$ cat src/rtl/syndrome_gen_dm.sv
`default_nettype none
// ============================================================================
//  Module     : syndrome_gen_dm
//  Purpose    : Upstream stage of the SECDED decode path. Accepts one 16-bit
//               Hamming(15,11)+overall-parity codeword as two bytes from data
//               memory, computes the 4-bit syndrome and the overall parity,
//               and presents them zero-extended to W bits for the decode LUT.
//               Codeword layout: bit 0 = overall parity p0, bits 1..15 =
//               Hamming positions 1..15.
//  Ports      : Clk       in   system clock (rising edge)
//               Reset_n   in   asynchronous active-low reset
//               Start     in   begin a decode (honoured in IDLE and DONE)
//               DinValid  in   Din carries a codeword byte this cycle
//               Din       in   8-bit codeword byte
//               Ready     out  a byte is taken when DinValid && Ready
//               Busy      out  high while waiting for codeword bytes
//               Done      out  Syndrome/Parity valid, held until Ack/Start
//               Ack       in   consumer has taken the result (DONE only)
//               Syndrome  out  W-bit zero-extended syndrome
//               Parity    out  W-bit zero-extended overall parity
//  Revision   : 1.0  initial release
// ============================================================================
module syndrome_gen_dm #(
  parameter int unsigned W        = 8,
  parameter int unsigned LO_FIRST = 1
) (
  input  logic         Clk,
  input  logic         Reset_n,
  input  logic         Start,
  input  logic         DinValid,
  input  logic [7:0]   Din,
  output logic         Ready,
  output logic         Busy,
  output logic         Done,
  input  logic         Ack,
  output logic [W-1:0] Syndrome,
  output logic [W-1:0] Parity
);

  // Whether the first byte received is the upper half of the codeword.
  localparam logic FIRST_IS_HI = (LO_FIRST == 0);

  typedef enum logic [1:0] {
    IDLE    = 2'd0,
    WAIT_B0 = 2'd1,
    WAIT_B1 = 2'd2,
    DONE    = 2'd3
  } state_t;

  state_t     state_q, state_d;
  logic [3:0] syn_acc_q, syn_acc_d;
  logic       par_acc_q, par_acc_d;
  logic [3:0] syndrome_q, syndrome_d;
  logic       parity_q, parity_d;
  logic       ready_q, ready_d;
  logic       busy_q, busy_d;
  logic       done_q, done_d;

  logic       w_byte_hi;
  logic [3:0] w_fold_syn;
  logic       w_fold_par;

  // XOR of codeword indices for every set bit of a byte. For the low byte
  // bit 0 is p0 and maps to index 0, which contributes nothing.
  function automatic logic [3:0] fold_syn(input logic [7:0] b, input logic hi);
    logic [3:0] s;
    s = 4'd0;
    for (int j = 0; j < 8; j++) begin
      if (b[j]) begin
        s = s ^ {hi, 3'(j)};
      end
    end
    return s;
  endfunction

  // Byte offset depends on which byte of the pair is currently expected.
  assign w_byte_hi  = (state_q == WAIT_B0) ? FIRST_IS_HI : ~FIRST_IS_HI;
  assign w_fold_syn = fold_syn(Din, w_byte_hi);
  assign w_fold_par = ^Din;

  always_comb begin
    state_d    = state_q;
    syn_acc_d  = syn_acc_q;
    par_acc_d  = par_acc_q;
    syndrome_d = syndrome_q;
    parity_d   = parity_q;

    case (state_q)
      IDLE: begin
        if (Start) begin
          state_d   = WAIT_B0;
          syn_acc_d = 4'd0;
          par_acc_d = 1'b0;
        end
      end
      WAIT_B0: begin
        if (DinValid) begin
          syn_acc_d = syn_acc_q ^ w_fold_syn;
          par_acc_d = par_acc_q ^ w_fold_par;
          state_d   = WAIT_B1;
        end
      end
      WAIT_B1: begin
        if (DinValid) begin
          syn_acc_d  = syn_acc_q ^ w_fold_syn;
          par_acc_d  = par_acc_q ^ w_fold_par;
          syndrome_d = syn_acc_q ^ w_fold_syn;
          parity_d   = par_acc_q ^ w_fold_par;
          state_d    = DONE;
        end
      end
      DONE: begin
        // Start takes priority over Ack; the previous result stays on the
        // outputs until the next codeword completes.
        if (Start) begin
          state_d   = WAIT_B0;
          syn_acc_d = 4'd0;
          par_acc_d = 1'b0;
        end else if (Ack) begin
          state_d = IDLE;
        end
      end
      default: begin
        state_d = IDLE;
      end
    endcase

    // Handshake outputs are registered, so derive them from the next state.
    ready_d = (state_d == WAIT_B0) || (state_d == WAIT_B1);
    busy_d  = (state_d == WAIT_B0) || (state_d == WAIT_B1);
    done_d  = (state_d == DONE);
  end

  always_ff @(posedge Clk or negedge Reset_n) begin
    if (!Reset_n) begin
      state_q    <= IDLE;
      syn_acc_q  <= 4'd0;
      par_acc_q  <= 1'b0;
      syndrome_q <= 4'd0;
      parity_q   <= 1'b0;
      ready_q    <= 1'b0;
      busy_q     <= 1'b0;
      done_q     <= 1'b0;
    end else begin
      state_q    <= state_d;
      syn_acc_q  <= syn_acc_d;
      par_acc_q  <= par_acc_d;
      syndrome_q <= syndrome_d;
      parity_q   <= parity_d;
      ready_q    <= ready_d;
      busy_q     <= busy_d;
      done_q     <= done_d;
    end
  end

  assign Ready    = ready_q;
  assign Busy     = busy_q;
  assign Done     = done_q;
  assign Syndrome = W'(syndrome_q);
  assign Parity   = W'(parity_q);

endmodule
`default_nettype wire
$ cat config.mk
export PLATFORM = sky130hd
export DESIGN_NAME = syndrome_gen_dm
export DESIGN_NICKNAME = d
export VERILOG_FILES = /design/src/rtl/syndrome_gen_dm.sv
export SDC_FILE = /design/constraint.sdc
export NUM_CORES = 1
export LEC_CHECK = 0
export CORE_UTILIZATION = 38
export DETAILED_ROUTE_END_ITERATION = 6
export DONT_BUFFER_PORTS = 1
export PLACE_DENSITY_LB_ADDON = 0.25
export SLEW_MARGIN = 0
export SYNTH_ARGS = -nofsm -noshare
export SYNTH_HDL_FRONTEND = slang
export SYNTH_SLANG_ARGS = --single-unit
$ cat constraint.sdc
create_clock -name Clk -period 2.8 [get_ports Clk]
set_clock_uncertainty 0.2 [all_clocks]
set_input_delay 0.28 -clock Clk [delete_from_list [all_inputs] [get_ports Clk]]
set_output_delay 0.28 -clock Clk [all_outputs]
set_load 0.005 [all_outputs]
# [After elaboration in Yosys (flattened, before gate mapping)]
# Index checks and enable logic that the tools add are counted.
[op_classes] reduce_logical=7 n_bitwise=9 n_mul=0 n_eq_ne=8 n_lt_le_gt_ge=0 div=0 addsub=0 muxes=21 shift=0
[ops] op="$mux W4" count=10
[ops] op="$xor A4 B4 Y4" count=8
[ops] op="$mux W2" count=5
[ops] op="$eq A2 B2 Y1 const B" count=4
[ops] op="$pmux W2 S4" count=1
[ops] op="$pmux W4 S2" count=1
[ops] op="$reduce_xor A8 Y1" count=1
[ops] op="$eq A2 B1 Y1 const B" count=2
[ops] op="$ne A2 B1 Y1 const B" count=2
[ops] op="$reduce_and A2 Y1" count=2
[ops] op="$reduce_or A2 Y1" count=2
[ops] op="$mux W1" count=3
[ops] op="$logic_not A2 Y1" count=1
[ops] op="$pmux W1 S2" count=1
[ops] op="$logic_or A1 B1 Y1" count=1
[ops] op="$xor A1 B1 Y1" count=1
[word_totals] mem_bits_rw=0 latch_bits=0 register_bits=14 memories=0 rom_bits=0 out_inout_bits=19

# [Longest topological paths before layout]
# Gate-level depths: netlist (run 1).
[logic_depth] word_depth=20 ltp_mapped=7 depth_no_buf=6

# [Worst setup path after synthesis (run 1)]
# OpenSTA, ideal clock, no wires.
[synth_timing] path_kind="input to register" startpoint="input port Din[7]" endpoint="register par_acc_q" path_buffers=0 setup_time_ps=69 setup_slack_ps=1045 arrival_time_ps=1486 t_required_ps=2531 cell_stages=5 path_cell_list="xor2_2 -> xnor3_2 -> xnor2_1 -> or3_1 -> nand3_1"
[synth_between] elab_chain_cells=4
[synth_lines] element="start: declaration" line_no="31" text="input logic [7:0] Din,"
[synth_lines] element="$reduce_xor A8 Y1" line_no="79" text="assign w_fold_par = ^Din;"
[synth_lines] element="$xor A1 B1 Y1" line_no="99, 106"
[synth_lines] element="$mux W1" line_no="97, 104"
[synth_lines] element="$pmux W1 S2" line_no="88" text="case (state_q)"
[synth_lines] element="end signal: assignment" line_no="147" text="par_acc_q <= par_acc_d;"
[synth_lines] element="end: declaration" line_no="52" text="logic par_acc_q, par_acc_d;"
# No other way between the ends. The select of a mux whose other input is x is not followed.
# A chain may end at the register's enable or synchronous reset.

# [Worst setup path after layout (run 1)]
[layout_timing] startpoint="register state_q[0]" endpoint="register busy_q (netlist: Busy)"
[layout_between] elab_chain_cells=5
[layout_lines] element="start: declaration" line_no="50" text="state_t state_q, state_d;"
[layout_lines] element="start signal: assignment" line_no="145" text="state_q <= state_d;"
[layout_lines] element="$mux W2" line_no="119" text="end else if (Ack) begin"
[layout_lines] element="$mux W2" line_no="115" text="if (Start) begin"
[layout_lines] element="$pmux W2 S4 (*)" line_no="88"
[layout_lines] element="net state_d[0]" line_no="50"
[layout_lines] element="$eq A2 B1 Y1 / $eq A2 B2 Y1 (equally long branches)" line_no="130" text="busy_d = (state_d == WAIT_B0) || (state_d == WAIT_B1);"
[layout_lines] element="$logic_or A1 B1 Y1 (*)" line_no="130"
[layout_lines] element="net busy_d" line_no="56" text="logic busy_q, busy_d;"
[layout_lines] element="end signal: assignment" line_no="151" text="busy_q <= busy_d;"
[layout_lines] element="end: declaration" line_no="56"
# Mark *: on every way through the listed nets, which the timed path passes. The rest lies on a longest branch.

==> metrics, run 1 <==
status=finished with violations; failing checks=design-rule violations; startpoint types=register; vias in the first global route=613; Filler cells=259; Leak=around 0.00046 uW; CTS tree=done; Final Hold Viols=0; Synth cell types=28; FMAX=between 500 and 600 MHz; root buf cell=clkbuf_4; R2R Setup Slk=roughly 0.95 ns; # H-tree levels=1; Tot GR Track Use=approximately 14%; cell count after placement=~130; CP arrival=approximately 1.8 ns; drt first pass iters=6; Wirelength per Cell=11.6 um; fin. max-slew vios=0; RePlAce Congestion=about 0.70; Die W=approximately 53 um; Worst Max-Slew Pin Slew=approximately 0.64 ns; Iter 0 DRT Violations=10; RSZ-0062 raised after global routing=false; first-pass GRT wire length=approximately 2600 um; Critical Path Sink Type=register; ranking of synthesized cells by area=dfrtp_1 (35%), xnor2_1 (13%), buf_4 (9.8%), ha_1 (7.6%), nand2_1 (3.8%); sequential fraction of the synthesis area=around a third; gr ovfl total=0; residual DRC count=2; synthesis-stage register bit count=14; # setup viols final=0; total CTS buffers=3; Post-Syn Area=992 um2; Core ar.=around 2500 um2; die area=approximately 2800 um2; Final Cycle Share=65.9%; largest net degree at the start of global routing=15; max_slew headroom=a little under three fifths; crit path kind=reg -> reg; DR vias/cell=4.64; initial antenna violation count=0; number of max-cap violations=0; Max Buffers Root-to-Sink=2; Max FO, Critical Path=6; nets=123; Synth top area share=a little over a third; ant diodes=0; Pwr Total=about 880 uW; worst min-delay path category=in -> reg; area grow syn2layout=2.02%; Post-CTS Setup Inserts=0; Avg Cell Area, Syn=9.82 um2; Routed WL=~1500 um; PortBufs=0; clock-pin slew on the worst setup and hold paths=around 0.08 ns; Top Ports=32; PostCTS Resize Cnt=0; row count=18; worst-skew pair later-pin latency=~0.27 ns; power per cell area=between 800 and 900 nW/um2; Synth Instances=about 100; Post-Layout Cell Count=~130; post-route setup TNS=0 ns; hpwl dp=between 1000 and 1500 um; initial cell density of the core=between 40% and 50%; Die Ht=between 50 and 60 um; CTS sink count=14; crit path time final=~1.8 ns; cell taking the most area after synthesis=dfrtp_1; Peak supply drop=~340 uV; Worst EP required=~2.8 ns; layout cells sized above 1=slightly below 8%; via count=613; Yosys warning count=0; final antenna-violating net count=0
## state kept, by name, summed over array words and instances (netlist names)
register / cells
syn_acc_q: 4
syndrome_q: 4
state_q: 2
Busy: 1
Done: 1
par_acc_q: 1
parity_q: 1
## routing by layer
layer	vias to the layer above	track usage [%]	routed length, um
met5	-	0	0
met4	0	6.58	25
met3	3	3.45	31
met2	12	22.8	773
met1	289	15.7	704
li1	309	-	-
## synth_stat cells, drive strengths merged
| cell type | n |
|---|---|
| ha | 6 |
| nand3 | 2 |
| o32ai | 2 |
| a21oi | 3 |
| o22ai | 1 |
| nand4 | 1 |
| xnor3 | 1 |
| and2 | 1 |
| dfrtp | 14 |
| xor2 | 3 |
| inv | 5 |
| buf | 15 |
| mux2i | 1 |
| nor2 | 5 |
| nand2b | 3 |
| conb | 1 |
| nand2 | 10 |
| mux2 | 1 |
| o21a | 2 |
| o21ai | 6 |
| xnor2 | 15 |
| a22o | 2 |
| or3 | 1 |
## where the power goes
group          total, uW  switching, uW  internal, uW
clock network        111           61.2          49.9
registers            366           78.6           288
logic                404            208           196
## cells by family (layout without fill, tap and decap cells)
logic type | count (synthesis) | in the layout | synth area share, %
flip-flops | 14 | 14 | 35.3
AO/OA/AOI/OAI | 16 | 16 | 10.2
multiplexers | 2 | 2 | 2.14
other | 1 | 11 | 0.378
adder cells (fa/ha/maj) | 6 | 6 | 7.57
buffers and inverters | 20 | 11 | 12.7
AND/OR/NAND/NOR | 23 | 23 | 10.7
XOR/XNOR | 19 | 19 | 20.9
## worst paths after layout
kind	startpoint	to	cells after the start
setup / recovery	state_q[0]	Busy	6
hold / removal	DinValid	state_q[0]	2
setup reg to reg	state_q[0]	Busy	6
hold reg to reg	syn_acc_q[2]	syn_acc_q[2]	1
max in group asynchronous	Reset_n	state_q[1]	1
min in group asynchronous	Reset_n	parity_q	1
## critical path: stages, from the launching register on
cell      delay, ns
dfrtp_1        0.45
inv_1          0.10
ha_1           0.26
nand2b_1       0.16
a21oi_1        0.14
o32ai_1        0.13
ha_1           0.31
## timing repair
action	4_1_cts	5_1_grt
hold endpoints to repair	18	0
hold buffers	3	0
endpoints found under the setup margin	0	0
## stage by stage
step	area, um2	setup slack (ns)	utilization, %	hold slack [ns]
after floorplan	1030	1.05	-	-0.216
after global placement	960	0.996	38.7	-0.215
after detailed placement	960	0.964	38.7	-0.215
after CTS	1010	0.965	40.9	0.0325
after global routing	1010	0.800	40.9	0.0379
final	1010	0.954	40.9	0.0453
## final cells by class
class	count	area (um2)	share of cell area, %
Clock buffer	3	22.5	2.22
Inverter	5	18.8	1.85
Multi-Input combinational cell	77	553	54.6
Sequential cell	14	350	34.6
Tap cell	30	37.5	3.71
Timing Repair Buffer	3	30.0	2.97
## cell usage in the layout, fill, tap and decap left out, types with 3 or more instances in the layout
cell type and count:
o21ai_0 4, ha_1 6, conb_1 11, a21oi_1 3, inv_1 5, dfrtp_1 14, xnor2_1 15, nor2_1 4
nand2b_1 3, clkbuf_4 3, dlygate4sd3_1 3, nand2_1 10
No activity file was read; power rests on OpenSTA's default activity.
==> inputs of run 2 (changes only) <==
==> constraint.sdc (replaced) <==
create_clock -name Clk -period 1.5 [get_ports Clk]
set_clock_uncertainty 0.2 [all_clocks]
set_input_delay 0.15 -clock Clk [delete_from_list [all_inputs] [get_ports Clk]]
set_output_delay 0.15 -clock Clk [all_outputs]
set_load 0.005 [all_outputs]
==> run 2 against run 1 <==
The flow finishes with violations (negative setup slack). Fmax rose by 11%. Final cell count rose by 14%. Sequential cell count did not move. Non-clock buffer count rose by 17. First-iteration DRC count fell by 90%. Hold slack improved by 0.058 ns. Setup slack got worse by 1.1 ns.
==> metrics, run 2 (synthesis gave the netlist of run 1 again) <==
Sw Pwr=826 uW; Leak=just under 0.0006 uW; Core ar.=2480 um2; R2R Setup Slk=-0.16 ns; clock share of power=a little under an eighth; initial cell density of the core=~40%; Regs by FF count=syn_acc_q (4), syndrome_q (4), state_q (2); initial antenna violation count=0; vias in the first global route=656; worst-skew pair later-pin latency=approximately 0.27 ns; FMAX=~600 MHz; total CTS buffers=3; Seq pwr share=roughly 31%; Max Buffers Root-to-Sink=2; DR vias/cell=4.49; commonest non-fill, non-tap cell in the layout=buf_4; PortBufs=0; reg-to-reg critical path startpoint=state_q[0]; clock-pin slew on the worst setup and hold paths=0.08 ns; sw frac=between 30% and 40%; slowest CP cell=dfrtp_2; largest net degree at the start of global routing=15; nets=between 100 and 150; Routed WL=about 1800 um; area grow syn2layout=30.1%; Peak supply drop=approximately 1200 uV; CTS sink count=14; reg2reg path depth=5; cell count after placement=approximately 140; WHS Endpoint=state_q[1]; RSZ-0062 raised after global routing=true; Top Ports=32; first-pass GRT wire length=about 3000 um; Final Cycle Share=111%; hold path cells=4; critical path, cell by cell=inv_2 > ha_2 > a21oi_1 > o32ai_2 > ha_1; CTS tree=done; power per cell area=~1800 nW/um2; fin. max-slew vios=0; worst setup margin=-0.159 ns; Worst EP required=1.46 ns; Die Ht=53.1 um; drt first pass iters=3; Combinational Power Share=between 50% and 60%; crit path time final=1.66 ns; Critical Path Sink Type=register; gr ovfl total=0; failing checks=negative setup slack; Max FO, Critical Path=5; post-route setup TNS=-0.563 ns; # setup viols final=5; row count=18; residual DRC count=0; Wirelength per Cell=between 10 and 15 um; Iter 0 DRT Violations=1; number of max-cap violations=0; worst slack, placed=-0.190 ns; layout cells sized above 1=roughly 36%; Tot GR Track Use=around 16%; via count=~670; Worst Max-Slew Pin Slew=~0.65 ns; Internal Dissipation=between 1000 and 1500 uW; crit-path max cell delay=roughly 0.46 ns; CP arrival=around 1.6 ns; final antenna-violating net count=0; crit path kind=reg -> reg; # H-tree levels=1; root buf cell=clkbuf_4; Hold Crit Start=Ack; Die W=around 53 um; hpwl dp=~1400 um; die area=around 2800 um2; worst min-delay path category=in -> reg; final core occ=a little over half; RR Endpoint=Busy; RePlAce Congestion=approximately 0.73; commonest non-fill, non-tap cells in the layout=buf_4 (14), dfrtp_1 (13), xnor2_1 (12); ant diodes=0; Post-Layout Cell Count=150; max_slew headroom=a little under three fifths; status=finished with violations; startpoint types=register; Pwr Total=2270 uW; Final Hold Viols=0
-- run 2: changes by cell type in the layout (fill, tap and decap cells not counted), sizes merged --
cell / delta
clkbuf: +1
dlygate4sd3: +1
buf: +16
-- run 2: worst max path at each step --
stage | startpoint | to | slack, ns | depth (start not counted)
after floorplan | state_q[1] | Busy | -0.06 | 5
after global routing | state_q[0] | Busy | -0.21 | 5
after global placement | state_q[0] | Busy | -0.17 | 5
after CTS | state_q[0] | Busy | -0.15 | 5
final | state_q[0] | Busy | -0.16 | 5
after detailed placement | state_q[1] | Busy | -0.19 | 6
-- run 2: worst max-delay path, delay by kind of cell (launching register included) --
kind,cells,cell delay [ns]
AO/OA/AOI/OAI,2,0.29
adder cells (fa/ha/maj),2,0.48
buffers and inverters,1,0.10
flip-flops,1,0.46
-- run 2: per-layer routing --
layer,vias up,GRT usage [%],share of wire [%]
met5,-,0,0
met2,16,27.8,54
met3,0,6.03,5.4
met4,0,2.63,0
met1,313,17.4,41
li1,345,-,-
-- run 2: final cells by class --
type	instances	area (um2)
fill	240	1190
inverter	5	18.8
sequential	14	352
multi-input combinational	77	679
tap	30	37.5
clock buffer	4	36.3
timing repair buffer	20	168
-- run 2: timing repair --
item | 4_1_cts | 5_1_grt
hold buffers | 4 | 0
endpoints found under the hold margin | 28 | 0
resized for setup | 3 | 8
buffers inserted | 3 | 1
setup endpoints to repair | 5 | 11
pin swaps | 3 | 2
-- run 2: metrics by stage --
step           instance area [um2]  hold slack, ns
2_1_floorplan                 1120          -0.346
6_report                      1290           0.104
5_1_grt                       1290           0.123
4_1_cts                       1240          0.0940
3_5_place_dp                  1130          -0.345
3_3_place_gp                  1130          -0.345
-- run 2: power by group through the flow --
stage,combinational [uW],clock [uW],sequential [uW]
2_1_floorplan,860,0,669
3_5_place_dp,1070,0,702
3_3_place_gp,1050,0,693
6_report,1310,266,692
4_1_cts,1200,285,689
5_1_grt,1440,300,723
